--- src/rtl/dmem_arb_pkg.sv ---
// dmem_arb_pkg
//   Shared definitions for the data-memory port arbiter: FSM state
//   encoding, master identifiers, word-offset width and an alignment helper.
package dmem_arb_pkg;

   typedef enum logic [0:0] {
      PRI_CORE  = 1'b0,
      FORCE_DBG = 1'b1
   } arb_state_e;

   localparam logic MST_CORE = 1'b0;
   localparam logic MST_DBG  = 1'b1;

   localparam int WORD_OFFSET_BITS = 2;

   // A word access is misaligned when any byte-offset bit is set.
   function automatic logic is_misaligned(input logic [WORD_OFFSET_BITS-1:0] lo);
      return lo != '0;
   endfunction

endpackage

--- src/rtl/dmem_starve_timer.sv ---
// dmem_starve_timer
//   Counts consecutive cycles in which dbg requests but is denied, and
//   raises o_force_next on the denial that must be followed by a forced
//   dbg slot.
//   Ports:
//     i_clk, i_rst_n   clock, async active-low reset
//     i_dbg_req        dbg request
//     i_dbg_gnt        dbg granted this cycle
//     o_force_next     next cycle must be a forced dbg slot
module dmem_starve_timer #(
   parameter int STARVE_LIMIT = 4
) (
   input  logic i_clk,
   input  logic i_rst_n,
   input  logic i_dbg_req,
   input  logic i_dbg_gnt,
   output logic o_force_next
);

   localparam int            CW     = $clog2(STARVE_LIMIT + 1);
   localparam logic [CW-1:0] LIM    = CW'(STARVE_LIMIT);
   localparam logic [CW-1:0] LIM_M1 = CW'(STARVE_LIMIT - 1);

   logic [CW-1:0] r_wait_cnt;

   always_ff @(posedge i_clk or negedge i_rst_n) begin
      if (!i_rst_n) begin
         r_wait_cnt <= '0;
      end else if (!i_dbg_req || i_dbg_gnt) begin
         r_wait_cnt <= '0;
      end else if (r_wait_cnt != LIM) begin
         r_wait_cnt <= r_wait_cnt + 1'b1;
      end
   end

   // This denial is the STARVE_LIMIT-th in a row.
   assign o_force_next = i_dbg_req & ~i_dbg_gnt & (r_wait_cnt == LIM_M1);

endmodule

--- src/rtl/dmem_port_arbiter.sv ---
// dmem_port_arbiter
//   Shares the single data-memory port between the MEM stage (core, priority)
//   and a debug/loader master (dbg) with guaranteed forward progress.
//   Ports:
//     i_clk, i_rst_n                  clock, async active-low reset
//     i_core_*  / o_core_*            core request, grant, stall, comb. read data, misalign flag
//     i_dbg_*   / o_dbg_*             dbg request, grant, registered done/err/read data
//     o_mem_*   / i_mem_rdata         data-memory control, address, write data, read data
module dmem_port_arbiter
   import dmem_arb_pkg::*;
#(
   parameter int ADDR_W       = 32,
   parameter int DATA_W       = 32,
   parameter int STARVE_LIMIT = 4
) (
   input  logic              i_clk,
   input  logic              i_rst_n,
   input  logic              i_core_req,
   input  logic              i_core_we,
   input  logic [ADDR_W-1:0] i_core_addr,
   input  logic [DATA_W-1:0] i_core_wdata,
   output logic              o_core_gnt,
   output logic              o_core_stall,
   output logic [DATA_W-1:0] o_core_rdata,
   output logic              o_core_misalign,
   input  logic              i_dbg_req,
   input  logic              i_dbg_we,
   input  logic [ADDR_W-1:0] i_dbg_addr,
   input  logic [DATA_W-1:0] i_dbg_wdata,
   output logic              o_dbg_gnt,
   output logic              o_dbg_done,
   output logic              o_dbg_err,
   output logic [DATA_W-1:0] o_dbg_rdata,
   output logic              o_mem_read,
   output logic              o_mem_write,
   output logic [ADDR_W-1:0] o_mem_addr,
   output logic [DATA_W-1:0] o_mem_wdata,
   input  logic [DATA_W-1:0] i_mem_rdata
);

   localparam logic [0:0] ST_PRI_CORE  = PRI_CORE;
   localparam logic [0:0] ST_FORCE_DBG = FORCE_DBG;

   logic [0:0]        r_state;
   logic              w_force_next;
   logic              w_core_gnt;
   logic              w_dbg_gnt;
   logic              w_any_gnt;
   logic              w_sel;
   logic              w_we;
   logic              w_mis;
   logic              w_dbg_mis;
   logic [ADDR_W-1:0] w_addr;
   logic [DATA_W-1:0] w_wdata;
   logic              r_dbg_done;
   logic              r_dbg_err;
   logic [DATA_W-1:0] r_dbg_rdata;

   // Grants are qualified by i_rst_n so nothing reaches memory while in reset.
   // In the forced slot dbg wins only if it still requests; otherwise the core
   // keeps the port so the slot is not wasted.
   assign w_dbg_gnt  = i_rst_n & i_dbg_req & ((r_state == ST_FORCE_DBG) | ~i_core_req);
   assign w_core_gnt = i_rst_n & i_core_req & ~w_dbg_gnt;
   assign w_any_gnt  = w_core_gnt | w_dbg_gnt;

   dmem_starve_timer #(
      .STARVE_LIMIT (STARVE_LIMIT)
   ) u_timer (
      .i_clk        (i_clk),
      .i_rst_n      (i_rst_n),
      .i_dbg_req    (i_dbg_req),
      .i_dbg_gnt    (w_dbg_gnt),
      .o_force_next (w_force_next)
   );

   // Forced slot lasts exactly one cycle.
   always_ff @(posedge i_clk or negedge i_rst_n) begin
      if (!i_rst_n) begin
         r_state <= ST_PRI_CORE;
      end else if ((r_state == ST_PRI_CORE) && w_force_next) begin
         r_state <= ST_FORCE_DBG;
      end else begin
         r_state <= ST_PRI_CORE;
      end
   end

   // Memory mux.
   assign w_sel   = w_dbg_gnt ? MST_DBG : MST_CORE;
   assign w_addr  = (w_sel == MST_DBG) ? i_dbg_addr  : i_core_addr;
   assign w_wdata = (w_sel == MST_DBG) ? i_dbg_wdata : i_core_wdata;
   assign w_we    = (w_sel == MST_DBG) ? i_dbg_we    : i_core_we;
   assign w_mis   = is_misaligned(w_addr[WORD_OFFSET_BITS-1:0]);

   assign o_mem_addr  = w_any_gnt ? w_addr  : '0;
   assign o_mem_wdata = w_any_gnt ? w_wdata : '0;
   assign o_mem_read  = w_any_gnt & ~w_we;
   assign o_mem_write = w_any_gnt & w_we & ~w_mis;

   // Core side: combinational, so the MEM stage timing is unchanged.
   assign o_core_gnt      = w_core_gnt;
   assign o_core_stall    = i_rst_n & i_core_req & ~w_core_gnt;
   assign o_core_rdata    = (w_core_gnt & ~i_core_we) ? i_mem_rdata : '0;
   assign o_core_misalign = w_core_gnt & is_misaligned(i_core_addr[WORD_OFFSET_BITS-1:0]);

   // Dbg side: registered response one cycle after the grant.
   assign w_dbg_mis = is_misaligned(i_dbg_addr[WORD_OFFSET_BITS-1:0]);

   always_ff @(posedge i_clk or negedge i_rst_n) begin
      if (!i_rst_n) begin
         r_dbg_done  <= 1'b0;
         r_dbg_err   <= 1'b0;
         r_dbg_rdata <= '0;
      end else begin
         r_dbg_done <= w_dbg_gnt;
         r_dbg_err  <= w_dbg_gnt & w_dbg_mis;
         if (w_dbg_gnt && !i_dbg_we && !w_dbg_mis) begin
            r_dbg_rdata <= i_mem_rdata;
         end
      end
   end

   assign o_dbg_gnt   = w_dbg_gnt;
   assign o_dbg_done  = r_dbg_done;
   assign o_dbg_err   = r_dbg_err;
   assign o_dbg_rdata = r_dbg_rdata;

endmodule

--- config.mk ---
export PLATFORM = sky130hd
export DESIGN_NAME = dmem_port_arbiter
export DESIGN_NICKNAME = d
export VERILOG_FILES = /design/src/rtl/dmem_arb_pkg.sv /design/src/rtl/dmem_starve_timer.sv /design/src/rtl/dmem_port_arbiter.sv
export SDC_FILE = /design/constraint.sdc
export NUM_CORES = 1
export LEC_CHECK = 0
export BUFFER_PORTS_ARGS = -buffer_cell sky130_fd_sc_hd__buf_2
export CORE_AREA = 2 2 117 119
export CTS_BUF_LIST = sky130_fd_sc_hd__clkbuf_16
export DETAILED_ROUTE_END_ITERATION = 7
export DIE_AREA = 0 0 119 121
export GPL_ROUTABILITY_DRIVEN = 0
export MAX_ROUTING_LAYER = met4
export PLACE_DENSITY = 0.6
export SYNTH_ARGS = -nofsm -noshare
export SYNTH_HDL_FRONTEND = slang
export SYNTH_HIERARCHICAL = 1
export SYNTH_SLANG_ARGS = --single-unit
--- constraint.sdc ---
create_clock -name i_clk -period 3.05 [get_ports i_clk]
set_clock_uncertainty 0.15 [all_clocks]
set_input_delay 0.305 -clock i_clk [delete_from_list [all_inputs] [get_ports i_clk]]
set_output_delay 0.305 -clock i_clk [all_outputs]
set_load 0.02 [all_outputs]
* Yosys cells after proc, flatten, opt, wreduce, memory -nomap -nowiden *
Cells that the tools add are included.

storage, ports and cells
  register bits = 38
  input bits = 166
  word-level logic and storage cells = 51

operators by class
  add/subtract/negate cells = 1
  mux-type cells = 10
  reduce and logical (&&, ||, !) cells = 11
  eq/ne operators = 2
  bitwise logic cells = 22

operator list
  kind                 count
  $mux 32              5
  $and 1x1->1          13
  $reduce_bool 2->1    4
  $not 1->1            7
  $mux 3               2
  $add 3x1->3 const B  1
  $eq 3x2->1 const B   1
  $logic_and 1x1->1    3
  $logic_not 1->1      3
  $mux 1               3
  $ne 3x3->1 const B   1
  $or 1x1->1           2
  $logic_or 1x1->1     1

* Longest topological paths before layout *
  depth in word-level cells = 8
  depth in mapped cells = 8

* By module *
Netlist, hierarchy kept.

modules (own cells, without submodules)
  module             sequential area each (um^2)  cells each  instances  area each (um^2)
  dmem_port_arbiter  875.8                        358         1          2,746.4
  dmem_starve_timer  75.1                         20          1          187.7

* Worst setup path after synthesis *
Ideal clock, no wire load.

  path type = reg-to-output
  start = register r_state
  end = output port o_mem_write
  path buffers = 1
  arrival time = 1.828 ns
  path slack = 0.767 ns
  stages on the path, launching flop included = 5
  cell sequence = dfrtp_1 > nor2b_4 > buf_6 > nor3_1 > a2111oi_0

on the way
  cells in the longest elaborated chain, start to end = 7
  elaborated cells on any way between the ends = 12

ends and longest elaborated chain
  item                                                    RTL line                                          source
  start: declaration                                      dmem_port_arbiter.sv:44                           logic [0:0] r_state;
  start signal: assignment                                dmem_port_arbiter.sv:79                           r_state <= ST_PRI_CORE;
  start signal: assignment                                dmem_port_arbiter.sv:81                           r_state <= ST_FORCE_DBG;
  start signal: assignment                                dmem_port_arbiter.sv:83                           r_state <= ST_PRI_CORE;
  $or 1x1->1 (*)                                          dmem_port_arbiter.sv:62                           assign w_dbg_gnt = i_rst_n & i_dbg_req & ((r_state == ST_FORCE_DBG) | ~i_core_req);
  $and 1x1->1 (*)                                         dmem_port_arbiter.sv:62
  $not 1->1 / $mux 1 (equally long branches)              dmem_port_arbiter.sv:63, dmem_port_arbiter.sv:88
  $and 1x1->1 / $mux 32 (equally long branches)           dmem_port_arbiter.sv:63, dmem_port_arbiter.sv:89
  $or 1x1->1 / $reduce_bool 2->1 (equally long branches)  dmem_port_arbiter.sv:64, dmem_arb_pkg.sv:18
  $and 1x1->1 / $not 1->1 (equally long branches)         dmem_port_arbiter.sv:97                           assign o_mem_write = w_any_gnt & w_we & ~w_mis;
  $and 1x1->1 (*)                                         dmem_port_arbiter.sv:97
  end: declaration                                        dmem_port_arbiter.sv:35                           output logic o_mem_write,

Mark *: on every way between the ends. The rest lies on a longest branch, timed or not.

* Final worst setup path *
  start = register r_state
  end = output port o_core_misalign

on the way
  cells in the longest elaborated chain, start to end = 5

ends and longest elaborated chain
  item              RTL line                  source
  $or 1x1->1        dmem_port_arbiter.sv:62
  $and 1x1->1       dmem_port_arbiter.sv:62
  $not 1->1         dmem_port_arbiter.sv:63   assign w_core_gnt = i_rst_n & i_core_req & ~w_dbg_gnt;
  $and 1x1->1       dmem_port_arbiter.sv:63
  $and 1x1->1       dmem_port_arbiter.sv:103  assign o_core_misalign = w_core_gnt & is_misaligned(i_core_addr[WORD_OFFSET_BITS-1:0]);
  end: declaration  dmem_port_arbiter.sv:25   output logic o_core_misalign,

Every way passes these cells.

==> flow_metrics.env <==
export IMPL_worstMarginPinSlew_ns=0.612
export IMPL_postCtsResizedCells=0
export IMPL_vias=3845
export IMPL_grt_max_degree=68
export IMPL_p_switching_w=0.000706
export IMPL_clkTransAtPathRegs_ns=0.06
export IMPL_start_util=0.224
export IMPL_synth_edf_count=0
export IMPL_first_iter_violations=219
export IMPL_cp_max_fo=31
export IMPL_p_per_area_nw_per_um2=403
export IMPL_seq_area_sq_um=951
export IMPL_relSlewSlack=0.592
export IMPL_worstSetupPathType="flop to output port"
export IMPL_yosysMostFrequentCell="nand3_1"
export IMPL_gr_total_overflow=0
export IMPL_cts_tree="yes"
export IMPL_drive_gt1_frac=0.543
export IMPL_clock_power_share=0.263
export IMPL_synth_flop_cell="dfrtp_1"
export IMPL_grt_use_met3=0.0334
export IMPL_routed_via_density=4.62
export IMPL_globalRouteMet2Util=0.261
export IMPL_top_usage_layer="met2"
export IMPL_rsz0062_at_grt="no"
export IMPL_syn_num_nets=547
export IMPL_grt_pass1_wl_um=17800
export IMPL_ys_top_cells_by_area="dfrtp_1 32%, nand3_1 12%, a21oi_1 11%, mux2_2 11%, o21ai_0 11%"
export IMPL_rrSetupSlack_ns=0.97
export IMPL_cts_path_max_buffers=2
export IMPL_fin_ws_ns=0.506
export IMPL_dp_slack_ns=0.791
export IMPL_status="finished, final reports clean"
export IMPL_die_area_sq_um=14400
export IMPL_drv_slew=0
export IMPL_io_buffers=301
export IMPL_syn_area_sq_um=2930
export IMPL_cap_violations=0
export IMPL_nFillCells=1371
export IMPL_syn_to_final_growth_pct=61.1
export IMPL_grt_pass1_vias=3473
export IMPL_multi_input_area_sq_um=1790
export IMPL_intPower_w=0.00120
export IMPL_synthCells=378
export IMPL_fmax_mhz=393
export IMPL_crit_arrival_ns=2.09
export IMPL_finalPower_w=0.00191
export IMPL_synthArstFlopShare=1.00
export IMPL_yosysSeqAreaShare=0.324
export IMPL_crit_slowest_cell="nand2b_2"
export IMPL_period_needed_ns=2.54
export IMPL_synth_cell_type_count=27
export IMPL_dieWidth_um=119
export IMPL_syn_avg_cell_area_sq_um=7.76
export IMPL_fin_setup_tns_ns=0
export IMPL_drc_errors=0
export IMPL_pwr_share_seq=0.337
export IMPL_yosysWarnings=6
export IMPL_yosysTopAreaCellShare=0.324
export IMPL_htree_levels=2
export IMPL_timing_rr_end="r_state"
export IMPL_synth_common_cells="68 x nand3_1, 67 x a21oi_1, 65 x o21ai_0"
export IMPL_drt_wl_total_um=11800
export IMPL_std_cell_rows=42
export IMPL_hold_class="input pin to async pin"
export IMPL_critPathMaxStageDelay_ns=0.49
export IMPL_ir_drop_uv=246
export IMPL_wl_per_cell_um=14.2
export IMPL_post_cts_setup_buffer_count=0
export IMPL_comb_power_share=0.401
export IMPL_grtUsageTotal=0.154
export IMPL_cts_sinks=38
export IMPL_reg2reg_depth=6
export IMPL_required_ns=2.59
export IMPL_power_leakage_nw=2.52
export IMPL_hold_violations=0
export IMPL_gr_usage_met1=0.193
export IMPL_rr_startpoint="r_state"
export IMPL_cts_root_buf="clkbuf_16"
export IMPL_setup_viol=0
export IMPL_critPathCaptureType="output port"
export IMPL_pin_count=302
export IMPL_drtPass1Iterations=5
export IMPL_ant_nets=0
export IMPL_fin_cells=833
export IMPL_synth_top_area_cell="dfrtp_1"
export IMPL_dp_cells=824
export IMPL_die_y_um=121
export IMPL_dp_hpwl_um=9070
export IMPL_fin_nets=824
export IMPL_core_sq_um=13100
export IMPL_p_sw_frac=0.371
export IMPL_cp_start_kind="flop"
export IMPL_clock_latency_ns=0.27
export IMPL_synth_seq_cells=38
export IMPL_hold_buffers=0
export IMPL_fin_crit_sh=0.834
export IMPL_grt_antenna_before_repair=1
export IMPL_cts_buffers=5
export IMPL_cp_cell_sequence="nand2b_2 -> nand2_1 -> inv_1 -> nor3_1 -> buf_2"
## power groups by stage
stage                     sequential, W  combinational, W  clock (W)
after floorplan                0.000759          0.000329          0
after global placement         0.000649          0.000768          0
after detailed placement       0.000650          0.000771          0
after CTS                      0.000643          0.000772   0.000517
after global routing           0.000657          0.000823   0.000545
final                          0.000641          0.000763   0.000501
## stage by stage
stage          utilization  hold WS [ns]  cell area [sq um]
3_3_place_gp         0.350         0.317               4580
2_1_floorplan            -        -0.141               2930
5_1_grt              0.361         0.100               4730
4_1_cts              0.361         0.103               4720
3_5_place_dp         0.350         0.324               4580
6_report             0.361        0.0743               4730
## how the worst max path moves through the flow
stage / startpoint / endpoint
floorplan: r_state / o_mem_write
global placement: r_state / o_mem_wdata[16]
detailed placement: r_state / o_mem_wdata[19]
CTS: r_state / o_mem_wdata[9]
global route: r_state / o_mem_wdata[6]
finish: r_state / o_core_misalign
## state kept, by name, summed over array words and instances, names as in the netlist
signal              flops
o_dbg_rdata            32
u_timer/r_wait_cnt      3
o_dbg_done              1
o_dbg_err               1
r_state                 1
## routing by layer
layer | routed length, um | up-vias
li1 | - | 1895
met1 | 4860 | 1754
met2 | 5870 | 188
met3 | 984 | 8
met4 | 85 | 0
met5 | 0 | -
## cells in the final DEF, fill, tap and decap left out, types with 2 or more instances in the layout
cell	count
ha_1	3
dfrtp_1	38
buf_2	301
and2_1	32
nand2_1	4
nor2_1	5
mux2_1	3
nand3_1	68
o21ai_0	64
clkbuf_16	5
inv_1	6
nor3_1	2
a21oi_1	67
mux2_2	29
buf_4	10
## cells by family after synthesis
kind of cell / count (synthesis) / share of synthesized area
AOI/OAI and AO/OA: 137 / 0.240
and+or+nand+nor: 120 / 0.226
buffers and inverters: 48 / 0.0742
DFF: 38 / 0.324
muxes: 32 / 0.123
adders and majority gates: 3 / 0.0128
## final cells by class
class / instances / area share
well taps: 176 / 0.0466
diodes: 1 / 0.000529
clock inverters: 3 / 0.00344
inverters: 6 / 0.00476
flip-flops and latches: 38 / 0.201
multi-input cells: 292 / 0.378
clock buffers: 5 / 0.0265
repair buffers: 312 / 0.339
## critical path, delay by kind of cell, from the launching register on
kind                   cells  cell delay (ns)
buffers and inverters      2             0.35
DFF                        1             0.43
and+or+nand+nor            3             1.03
Note: power is estimated with default switching activity, not from simulation.
